File: src/rtl/layer_compositor.sv
// layer_compositor
// ----------------
// N-layer pixel compositor for the pixel clock domain. Each strobed pixel picks
// the highest-priority opaque layer (layer 0 wins). The candidate set is gated
// by a per-game-state enable mask that software can rewrite. Stage 2 applies a
// night-palette remap in REMAP_STATE. It also inverts the pixel while the flash
// effect started on entry to FLASH_STATE is running.
//
// Ports:
//   clk          pixel clock
//   rst_n        asynchronous active-low reset
//   pix_en       pixel strobe, inputs valid this cycle
//   frame_start  one-cycle pulse on the first pixel of a frame
//   state        current game state (sampled only at a strobed frame_start)
//   layer_pix    packed layer pixels, layer i at [i*PIX_W +: PIX_W]
//   layer_flag   per-layer opacity for this pixel
//   bg_pix       background pixel, used when no enabled layer is opaque
//   cfg_we       mask-table write strobe
//   cfg_state    mask-table entry to write
//   cfg_mask     new layer-enable mask
//   pix_out      composited pixel (holds while pix_valid is low)
//   pix_valid    pix_out carries a new pixel, 2 clocks after its pix_en
//   flashing     flash effect active
module layer_compositor #(
  parameter int                 PIX_W        = 8,
  parameter int                 NUM_LAYERS   = 6,
  parameter int                 STATE_W      = 3,
  parameter logic [STATE_W-1:0] REMAP_STATE  = 3'b100,
  parameter logic [STATE_W-1:0] FLASH_STATE  = 3'b101,
  parameter int                 FLASH_FRAMES = 8,
  parameter logic [PIX_W-1:0]   REMAP_IN0    = 8'h1F,
  parameter logic [PIX_W-1:0]   REMAP_OUT0   = 8'h4F,
  parameter logic [PIX_W-1:0]   REMAP_IN1    = 8'hFF,
  parameter logic [PIX_W-1:0]   REMAP_OUT1   = 8'h1E,
  parameter logic [PIX_W-1:0]   REMAP_IN2    = 8'h1D,
  parameter logic [PIX_W-1:0]   REMAP_OUT2   = 8'hBE
) (
  input  logic                        clk,
  input  logic                        rst_n,
  input  logic                        pix_en,
  input  logic                        frame_start,
  input  logic [STATE_W-1:0]          state,
  input  logic [NUM_LAYERS*PIX_W-1:0] layer_pix,
  input  logic [NUM_LAYERS-1:0]       layer_flag,
  input  logic [PIX_W-1:0]            bg_pix,
  input  logic                        cfg_we,
  input  logic [STATE_W-1:0]          cfg_state,
  input  logic [NUM_LAYERS-1:0]       cfg_mask,
  output logic [PIX_W-1:0]            pix_out,
  output logic                        pix_valid,
  output logic                        flashing
);

  localparam int NUM_STATES = 1 << STATE_W;
  localparam int CNT_W      = 8;
  localparam logic [CNT_W-1:0] FLASH_LOAD = CNT_W'(FLASH_FRAMES);

  // A frame boundary only counts when it arrives together with a pixel strobe.
  logic frame_latch;
  assign frame_latch = frame_start & pix_en;

  // ---------------------------------------------------------------------------
  // Layer-enable mask table, one entry per game state.
  // ---------------------------------------------------------------------------
  logic [NUM_LAYERS-1:0] mask_reg [NUM_STATES];

  generate
    for (genvar gi = 0; gi < NUM_STATES; gi++) begin : g_mask
      localparam logic [STATE_W-1:0] ENTRY = STATE_W'(gi);
      always_ff @(posedge clk or negedge rst_n) begin
        if (!rst_n) begin
          mask_reg[gi] <= '1;
        end else if (cfg_we && (cfg_state == ENTRY)) begin
          mask_reg[gi] <= cfg_mask;
        end
      end
    end
  endgenerate

  // ---------------------------------------------------------------------------
  // Frame-latched game state and flash counter.
  // frame_state_reg still holds the previous frame's state at the latch edge,
  // so comparing it with the incoming state detects entry into FLASH_STATE.
  // ---------------------------------------------------------------------------
  logic [STATE_W-1:0] frame_state_reg;
  logic [CNT_W-1:0]   flash_cnt_reg, flash_cnt_next;
  logic               flashing_reg, flashing_next;

  always_comb begin
    flash_cnt_next = flash_cnt_reg;
    flashing_next  = flashing_reg;
    if (frame_latch) begin
      if ((state == FLASH_STATE) && (frame_state_reg != FLASH_STATE)) begin
        flash_cnt_next = FLASH_LOAD;
        flashing_next  = 1'b1;
      end else if (state != FLASH_STATE) begin
        // Leaving (or never being in) the flash state cancels any flash.
        flash_cnt_next = '0;
        flashing_next  = 1'b0;
      end else if (flash_cnt_reg != '0) begin
        flash_cnt_next = flash_cnt_reg - 1'b1;
        flashing_next  = (flash_cnt_reg != CNT_W'(1));
      end
    end
  end

  always_ff @(posedge clk or negedge rst_n) begin
    if (!rst_n) begin
      frame_state_reg <= '0;
      flash_cnt_reg   <= '0;
      flashing_reg    <= 1'b0;
    end else begin
      if (frame_latch) begin
        frame_state_reg <= state;
      end
      flash_cnt_reg <= flash_cnt_next;
      flashing_reg  <= flashing_next;
    end
  end

  // ---------------------------------------------------------------------------
  // Stage 1: priority select among enabled, opaque layers.
  // ---------------------------------------------------------------------------
  logic [NUM_LAYERS-1:0] eff_flag;
  logic [PIX_W-1:0]      sel_pix;
  logic [PIX_W-1:0]      s1_pix_reg;
  logic                  s1_valid_reg;

  assign eff_flag = layer_flag & mask_reg[frame_state_reg];

  // Walk from lowest to highest priority so the last hit (lowest index) wins.
  always_comb begin
    sel_pix = bg_pix;
    for (int i = NUM_LAYERS - 1; i >= 0; i--) begin
      if (eff_flag[i]) begin
        sel_pix = layer_pix[i*PIX_W +: PIX_W];
      end
    end
  end

  always_ff @(posedge clk or negedge rst_n) begin
    if (!rst_n) begin
      s1_pix_reg   <= '0;
      s1_valid_reg <= 1'b0;
    end else begin
      s1_valid_reg <= pix_en;
      if (pix_en) begin
        s1_pix_reg <= sel_pix;
      end
    end
  end

  // ---------------------------------------------------------------------------
  // Stage 2: palette remap, then flash inversion using the live flash flag.
  // ---------------------------------------------------------------------------
  logic [PIX_W-1:0] remap_pix;
  logic [PIX_W-1:0] final_pix;
  logic [PIX_W-1:0] pix_out_reg;
  logic             pix_valid_reg;

  always_comb begin
    remap_pix = s1_pix_reg;
    if (frame_state_reg == REMAP_STATE) begin
      if (s1_pix_reg == REMAP_IN0) begin
        remap_pix = REMAP_OUT0;
      end else if (s1_pix_reg == REMAP_IN1) begin
        remap_pix = REMAP_OUT1;
      end else if (s1_pix_reg == REMAP_IN2) begin
        remap_pix = REMAP_OUT2;
      end
    end
  end

  assign final_pix = flashing_reg ? ~remap_pix : remap_pix;

  always_ff @(posedge clk or negedge rst_n) begin
    if (!rst_n) begin
      pix_out_reg   <= '0;
      pix_valid_reg <= 1'b0;
    end else begin
      pix_valid_reg <= s1_valid_reg;
      if (s1_valid_reg) begin
        pix_out_reg <= final_pix;
      end
    end
  end

  assign pix_out   = pix_out_reg;
  assign pix_valid = pix_valid_reg;
  assign flashing  = flashing_reg;

endmodule

File: config.mk
export PLATFORM = sky130hd
export DESIGN_NAME = layer_compositor
export DESIGN_NICKNAME = d
export VERILOG_FILES = /design/src/rtl/layer_compositor.sv
export SDC_FILE = /design/constraint.sdc
export NUM_CORES = 1
export LEC_CHECK = 0
export CAP_MARGIN = 20
export CORE_AREA = 2 2 136 138
export CTS_BUF_LIST = sky130_fd_sc_hd__clkbuf_16
export DETAILED_ROUTE_END_ITERATION = 6
export DIE_AREA = 0 0 138 140
export PLACE_DENSITY = 0.44
export SYNTH_ARGS = -nofsm -noshare
export SYNTH_HDL_FRONTEND = slang
export SYNTH_SLANG_ARGS = --single-unit
File: constraint.sdc
create_clock -name clk -period 2.1 [get_ports clk]
set_input_delay 0.525 -clock clk [delete_from_list [all_inputs] [get_ports clk]]
set_output_delay 0.525 -clock clk [all_outputs]
set_load 0.1 [all_outputs]
==> out/results.ini, run 1 <==
[drt]
initialDrtViolationCount=108
via_per_inst=4.803
wl_per_cell_um=17.87
drc=0
drt_pass1_iterations=4
ant_nets=0
wirelength_um=13550
via_count=3641

[grt]
antenna_found_initial=0
grt_pass1_vias=3806
track_usage_pct=14.00
grt_pass1_wl_um=21030
overflow=0
met2_usage_pct=23.42
gr-max-usage-layer=met2
use_met1_pct=18.04
grt_use_met3_pct=3.590
grt_max_degree=79

[logic_synthesis]
synth.most_common_cell=mux2_2
synth_seq_area_share_pct=45.90
yosysWarnings=0
avgSynthCellArea_sq_um=11.69
syn_nets=457
netlist_instances=375
synth_flop_cell=dfstp_2
synth_edf_count=0
synthTopCellsByArea=dfstp_2 29%, dfrtp_1 17%, mux2_2 14%
yosysUniqueCellTypes=55
synth_common_cells=55 x mux2_2, 48 x dfstp_2, 30 x dfrtp_1
synth_seq_cells=78
synth_top_area_share_pct=28.78
synth_area_sq_mm=0.004383
async_reset_ff_share_pct=100.0
synth_largest_area_cell=dfstp_2

[floorplan]
rows=49
die-area_sq_mm=0.01932
die_w_um=138
die_y_um=140
io_pins=89
core_sq_mm=0.01778
start_util_pct=24.65

[timing]
fin_crit_ns=2.109
setup_viol=3
drv_slew=0
clock_skew_ns=0.007306
setup_tns_ns=-0.01856
slew_headroom_pct=65.31
layout_setup_ws_ns=-0.009204
period_share_pct=100.4
fin_hold_ws_ns=0.2327
rsz0062_at_grt=true
timing.fmax_mhz=474.1
hold_viol_final=0
tightest_slew_ns=0.5203

[placement]
placed_cell_area_sq_mm=0.005917
port_buffers=88
hpwl_um=9749
place.gp.congestion=0.7858

[clock_network]
cts-htree-levels=3
hold_buffers=0
cts_made_buffers=9
cts_tree=done
clockRootBuffer=clkbuf_16
insertion_delay_ns=0.35
clock_path_buffers=2
cts.sinks=78
path_clk_slew_ns=0.06

[layout]
n_antenna_cell=0
final_area_sq_mm=0.006798
largest_register_ffs=48
final_util_pct=38.23
layout-drive-gt1-share_pct=49.72
syn_to_final_growth_pct=55.10
final_nets=606

[power]
leakage_nw=2.665
p_per_area_mw_per_mm2=1031
peakVddDrop_v=0.0009906

[worst_setup_path]
critPathCaptureType=register
cpMaxStageDelayCell=mux4_2
crit_chain=buf_6 > buf_6 > mux4_2 > mux2i_4 > buf_6 > o22ai_4 > a2111oi_4 > a2bb2oi_2
crit_top_cell=buf_6
path_max_fanout=3
path_class=register to register
start_kind=register
crit_path_max_incr_delay_ns=0.56
required_ns=2.33
worstPathArrival_ns=2.34

[status]
violations=setup timing
status=finished, violations left

[worst_hold_path]
holdCritPathClass=primary input to asynchronous set/reset pin

[job]
drv_cap=0

[kinds of logic after synthesis]
group / Yosys count / synth area share [%]
AOI/OAI and AO/OA: 99 / 17.50
xor gates and xnor gates: 11 / 2.198
adders and majority gates: 3 / 0.8565
buffers and inverters: 42 / 4.054
DFF: 78 / 45.90
muxes: 67 / 19.90
and+or+nand+nor: 75 / 9.592
[metrics by stage]
stage	setup slack, ns	power [W]	cells
detailed placement	-0.2246	0.004786	732
floorplan	0.02987	0.003879	375
CTS	-0.01025	0.006874	757
global route	-0.09222	0.007372	758
finish	-0.009204	0.007005	758
global placement	-0.2250	0.004751	732
[metal layers]
metal / share of wire, % / vias up / routed length [um]
met5: 0 / - / 0
met1: 45 / 1812 / 6106
li1: - / 1737 / -
met2: 50 / 78 / 6714
met4: 1.1 / 0 / 153
met3: 4.2 / 14 / 570
[repair_timing]
item	in CTS	in global routing
cloned	2	0
resized for setup	65	24
buffers inserted	7	1
setup endpoints to repair	13	14
pin swaps	20	12
[worst max-delay path: cells and delay by family (launching register included)]
kind | cells | cell delay (ns)
AOI/OAI and AO/OA | 3 | 0.51
buffers and inverters | 3 | 0.35
DFF | 1 | 0.38
muxes | 2 | 0.77
[path summary, 6_finish.rpt]
| path | start | to | slack (ns) | depth (start not counted) |
|---|---|---|---|---|
| max reg2reg | frame_state_reg[0]$_DFFE_PN0P_ | s1_pix_reg[3]$_DFFE_PN0P_ | -0.009 | 8 |
| max | frame_state_reg[0]$_DFFE_PN0P_ | s1_pix_reg[3]$_DFFE_PN0P_ | -0.009 | 8 |
| max in group asynchronous | rst_n | mask_reg[12]$_DFFE_PN1P_ | 1.51 | 2 |
| min | rst_n | s1_pix_reg[0]$_DFFE_PN0P_ | 0.23 | 2 |
| min reg2reg | pix_out[1]$_DFFE_PN0P_ | pix_out[1]$_DFFE_PN0P_ | 0.52 | 1 |
| min in group clk | pix_out[1]$_DFFE_PN0P_ | pix_out[1]$_DFFE_PN0P_ | 0.52 | 1 |
[layout by cell type, fill, tap and decap left out, types with 3 or more instances in the layout]
| cell type | n |
|---|---|
| and3_1 | 8 |
| o22ai_1 | 3 |
| nand4b_1 | 3 |
| a21oi_1 | 12 |
| buf_6 | 8 |
| xnor2_1 | 8 |
| o21ai_0 | 3 |
| inv_1 | 20 |
| mux2i_4 | 3 |
| mux4_2 | 9 |
| xor2_1 | 3 |
| a21boi_0 | 8 |
| dfrtp_1 | 28 |
| clkdlybuf4s50_1 | 77 |
| mux2_2 | 55 |
| nor2b_1 | 3 |
| a31oi_1 | 7 |
| o22ai_2 | 4 |
| a2bb2oi_1 | 4 |
| o221a_4 | 4 |
| nand2_1 | 8 |
| or3_1 | 3 |
| dfstp_2 | 48 |
| o221a_2 | 4 |
| o31ai_1 | 8 |
| clkbuf_16 | 9 |
| buf_12 | 4 |
| nor3_1 | 5 |
| nor2_1 | 14 |
| nor3b_1 | 3 |
| and2_1 | 5 |
| buf_4 | 67 |
| a2111oi_4 | 8 |
| a2bb2oi_2 | 6 |
| nand4_1 | 4 |
| nand3_1 | 8 |
| ha_1 | 3 |
[power breakdown]
part	internal [W]	total, W	leakage, nW	switching (W)
logic	0.00151	0.00311	1.65	0.00160
clock network	0.000923	0.00158	0.146	0.000654
registers	0.00202	0.00232	0.873	0.000294
[area by class of cell]
class | instances | area, sq um
clock buffer | 9 | 225.2
clock inverter | 7 | 71.32
fill | 1749 | 10980
inverter | 21 | 82.58
multi-input combinational | 256 | 2641
sequential | 78 | 2014
tap | 229 | 286.5
timing repair buffer | 158 | 1476
Power figures use the tool's default switching activity.
==> run 2: changes to the inputs <==
--- a/config.mk
+++ b/config.mk
@@ -10,6 +10,7 @@
 export CTS_BUF_LIST = sky130_fd_sc_hd__clkbuf_16
 export DETAILED_ROUTE_END_ITERATION = 6
 export DIE_AREA = 0 0 138 140
+export HOLD_SLACK_MARGIN = 0.12
 export PLACE_DENSITY = 0.44
 export SYNTH_ARGS = -nofsm -noshare
 export SYNTH_HDL_FRONTEND = slang
==> results of run 2 <==
No change in the layout: final DEF, timing and power equal those of run 1.
==> run 3: changes to the inputs <==
--- a/config.mk
+++ b/config.mk
@@ -10,8 +10,9 @@
 export CTS_BUF_LIST = sky130_fd_sc_hd__clkbuf_16
 export DETAILED_ROUTE_END_ITERATION = 6
 export DIE_AREA = 0 0 138 140
+export DONT_BUFFER_PORTS = 1
 export HOLD_SLACK_MARGIN = 0.12
-export PLACE_DENSITY = 0.44
+export PLACE_DENSITY = 0.37
 export SYNTH_ARGS = -nofsm -noshare
 export SYNTH_HDL_FRONTEND = slang
 export SYNTH_SLANG_ARGS = --single-unit
==> run 3 against run 2 <==
The flow finishes with violations (hold timing, setup timing). Critical path type unchanged. Routed wire length shrank 1.7%. Core utilization shrank 5.2 points. Non-clock buffer count shrank 99. Total power shrank 4.8%.
==> out/results.ini, run 3 (synthesized netlist as in run 1, its figures left out) <==
[drt]
via_per_inst=4.971  ; was 4.803
wl_per_cell_um=20.21  ; was 17.87 um
initialDrtViolationCount=122  ; was 108
ant_nets=0  ; unchanged
via_count=3276  ; was 3641
drc=0  ; unchanged
wirelength_um=13320  ; was 13550 um
drt_pass1_iterations=4  ; unchanged

[timing]
setup_viol=7  ; was 3
fin_hold_ws_ns=-0.1325  ; was 0.2327 ns
drv_slew=0  ; unchanged
hold_viol_final=30  ; was 0
timing.fmax_mhz=469.6  ; was 474.1 MHz
layout_setup_ws_ns=-0.02956  ; was -0.009204 ns
tightest_slew_ns=0.8914  ; was 0.5203 ns
fin_crit_ns=2.130  ; was 2.109 ns
clock_skew_ns=0.006367  ; was 0.007306 ns
period_share_pct=101.4  ; was 100.4%
setup_tns_ns=-0.1407  ; was -0.01856 ns
slew_headroom_pct=40.57  ; was 65.31%
rsz0062_at_grt=true  ; unchanged

[worst_setup_path]
worstPathArrival_ns=2.36  ; was 2.34 ns
required_ns=2.33  ; about the same
cpMaxStageDelayCell=mux4_2  ; unchanged
crit_path_max_incr_delay_ns=0.55  ; was 0.56 ns
crit_chain=buf_4 > buf_6 > mux4_2 > a22o_4 > a2111oi_4 > a2bb2oi_2  ; was buf_6 > buf_6 > mux4_2 > mux2i_4 > buf_6 > o22ai_4 > a2111oi_4 > a2bb2oi_2
crit_family=compound AO/OA/AOI/OAI gates  ; was multiplexers
critPathCaptureType=register  ; unchanged
crit_buf_inv=2  ; was 3
start_kind=register  ; unchanged
path_max_fanout=8  ; was 3
path_class=register to register  ; unchanged

[clock_network]
clockRootBuffer=clkbuf_16  ; unchanged
cts_made_buffers=9  ; unchanged
path_clk_slew_ns=0.07  ; was 0.06 ns
cts_tree=done  ; unchanged
insertion_delay_ns=0.35  ; about the same
cts.sinks=78  ; unchanged
clock_path_buffers=2  ; unchanged
cts-htree-levels=3  ; unchanged

[grt]
overflow=0  ; unchanged
grt_max_degree=79  ; unchanged
grt_pass1_vias=3416  ; was 3806
antenna_found_initial=0  ; unchanged
grt_pass1_wl_um=20420  ; was 21030 um
track_usage_pct=13.90  ; was 14.00%

[floorplan]
rows=49  ; unchanged
die_y_um=140  ; unchanged
die-area_sq_mm=0.01932  ; unchanged
core_sq_mm=0.01778  ; unchanged
start_util_pct=24.65  ; unchanged
die_w_um=138  ; unchanged
io_pins=89  ; unchanged

[layout]
layout_commonest_cell=mux2_2  ; was clkdlybuf4s50_1
final_nets=507  ; was 606
largest_register_ffs=48  ; unchanged
multiInputGateArea_sq_mm=0.002671  ; was 0.002641 sq mm
n_antenna_cell=0  ; unchanged
layout_common_cells=55 x mux2_2, 48 x dfstp_2, 48 x buf_4, 28 x dfrtp_1, 21 x inv_1  ; was 77 x clkdlybuf4s50_1, 67 x buf_4, 55 x mux2_2, 48 x dfstp_2, 28 x dfrtp_1
fillers=1815  ; was 1749
layout.area.seq_sq_mm=0.002014  ; unchanged
layout-drive-gt1-share_pct=57.44  ; was 49.72%
syn_to_final_growth_pct=33.91  ; was 55.10%

[status]
status=finished, violations left  ; unchanged
violations=hold timing, setup timing  ; was setup timing

[power]
peakVddDrop_v=0.0007329  ; was 0.0009906 V
p_per_area_mw_per_mm2=1137  ; was 1031 mW/mm^2
leakage_nw=2.265  ; was 2.665 nW

[job]
drv_cap=0  ; unchanged

[placement]
place.gp.congestion=0.7826  ; was 0.7858
port_buffers=0  ; was 88
hpwl_um=9456  ; was 9749 um

[worst_hold_path]
holdCritPathClass=primary input to asynchronous set/reset pin  ; unchanged

==> run 3: worst paths after layout <==
| kind | startpoint | endpoint | slack [ns] | depth (start not counted) |
|---|---|---|---|---|
| min in group clk | pix_en | s1_valid_reg$_DFF_PN0_ | 0.21 | 0 |
| max in group asynchronous | rst_n | mask_reg[14]$_DFFE_PN1P_ | 2.01 | 0 |
| min | rst_n | flash_cnt_reg[5]$_DFFE_PN0P_ | -0.13 | 0 |
| max | frame_state_reg[0]$_DFFE_PN0P_ | s1_pix_reg[6]$_DFFE_PN0P_ | -0.03 | 6 |
| min reg2reg | flash_cnt_reg[1]$_DFFE_PN0P_ | flash_cnt_reg[1]$_DFFE_PN0P_ | 0.53 | 2 |
| max reg2reg | frame_state_reg[0]$_DFFE_PN0P_ | s1_pix_reg[6]$_DFFE_PN0P_ | -0.03 | 6 |
==> run 3: stage by stage <==
stage | setup WS (ns) | util [%] | std cells | power, W | area [sq um]
4_1_cts | -0.07909 | 31.20 | 653 | 0.006422 | 5548
2_1_floorplan | 0.02987 | - | 375 | 0.003879 | 4383
3_5_place_dp | -0.3287 | 28.14 | 634 | 0.004521 | 5004
3_3_place_gp | -0.3464 | 28.14 | 634 | 0.004511 | 5004
6_report | -0.02956 | 33.01 | 659 | 0.006671 | 5869
5_1_grt | -0.1397 | 33.01 | 659 | 0.007057 | 5869
==> run 3: per-layer routing <==
metal | track usage, % | wire (um) | vias to the layer above
met1 | 18.42 | 6109 | 1671
li1 | - | - | 1543
met4 | 2.739 | 88 | 0
met2 | 22.69 | 6644 | 55
met3 | 4.137 | 477 | 7
met5 | 0 | 0 | -
==> run 3: layout make-up <==
type	count	share of cell area (%)
clock inverter	7	1.109
inverter	21	1.343
timing repair buffer	59	8.996
tap	229	4.882
multi-input combinational	256	45.51
clock buffer	9	3.837
sequential	78	34.32
==> run 3: power breakdown <==
part | switching [W] | leakage, nW | total, W | internal (W)
Clock | 0.000706 | 0.140 | 0.00154 | 0.000829
Combinational | 0.00143 | 1.25 | 0.00273 | 0.00130
Sequential | 0.000385 | 0.873 | 0.00241 | 0.00202
==> run 3: repair_timing <==
item	4_1_cts	5_1_grt
buffers inserted	3	6
gates cloned	1	0
resized for setup	51	37
hold endpoints to repair	78	78
pin swaps	13	27
setup endpoints to repair	11	11
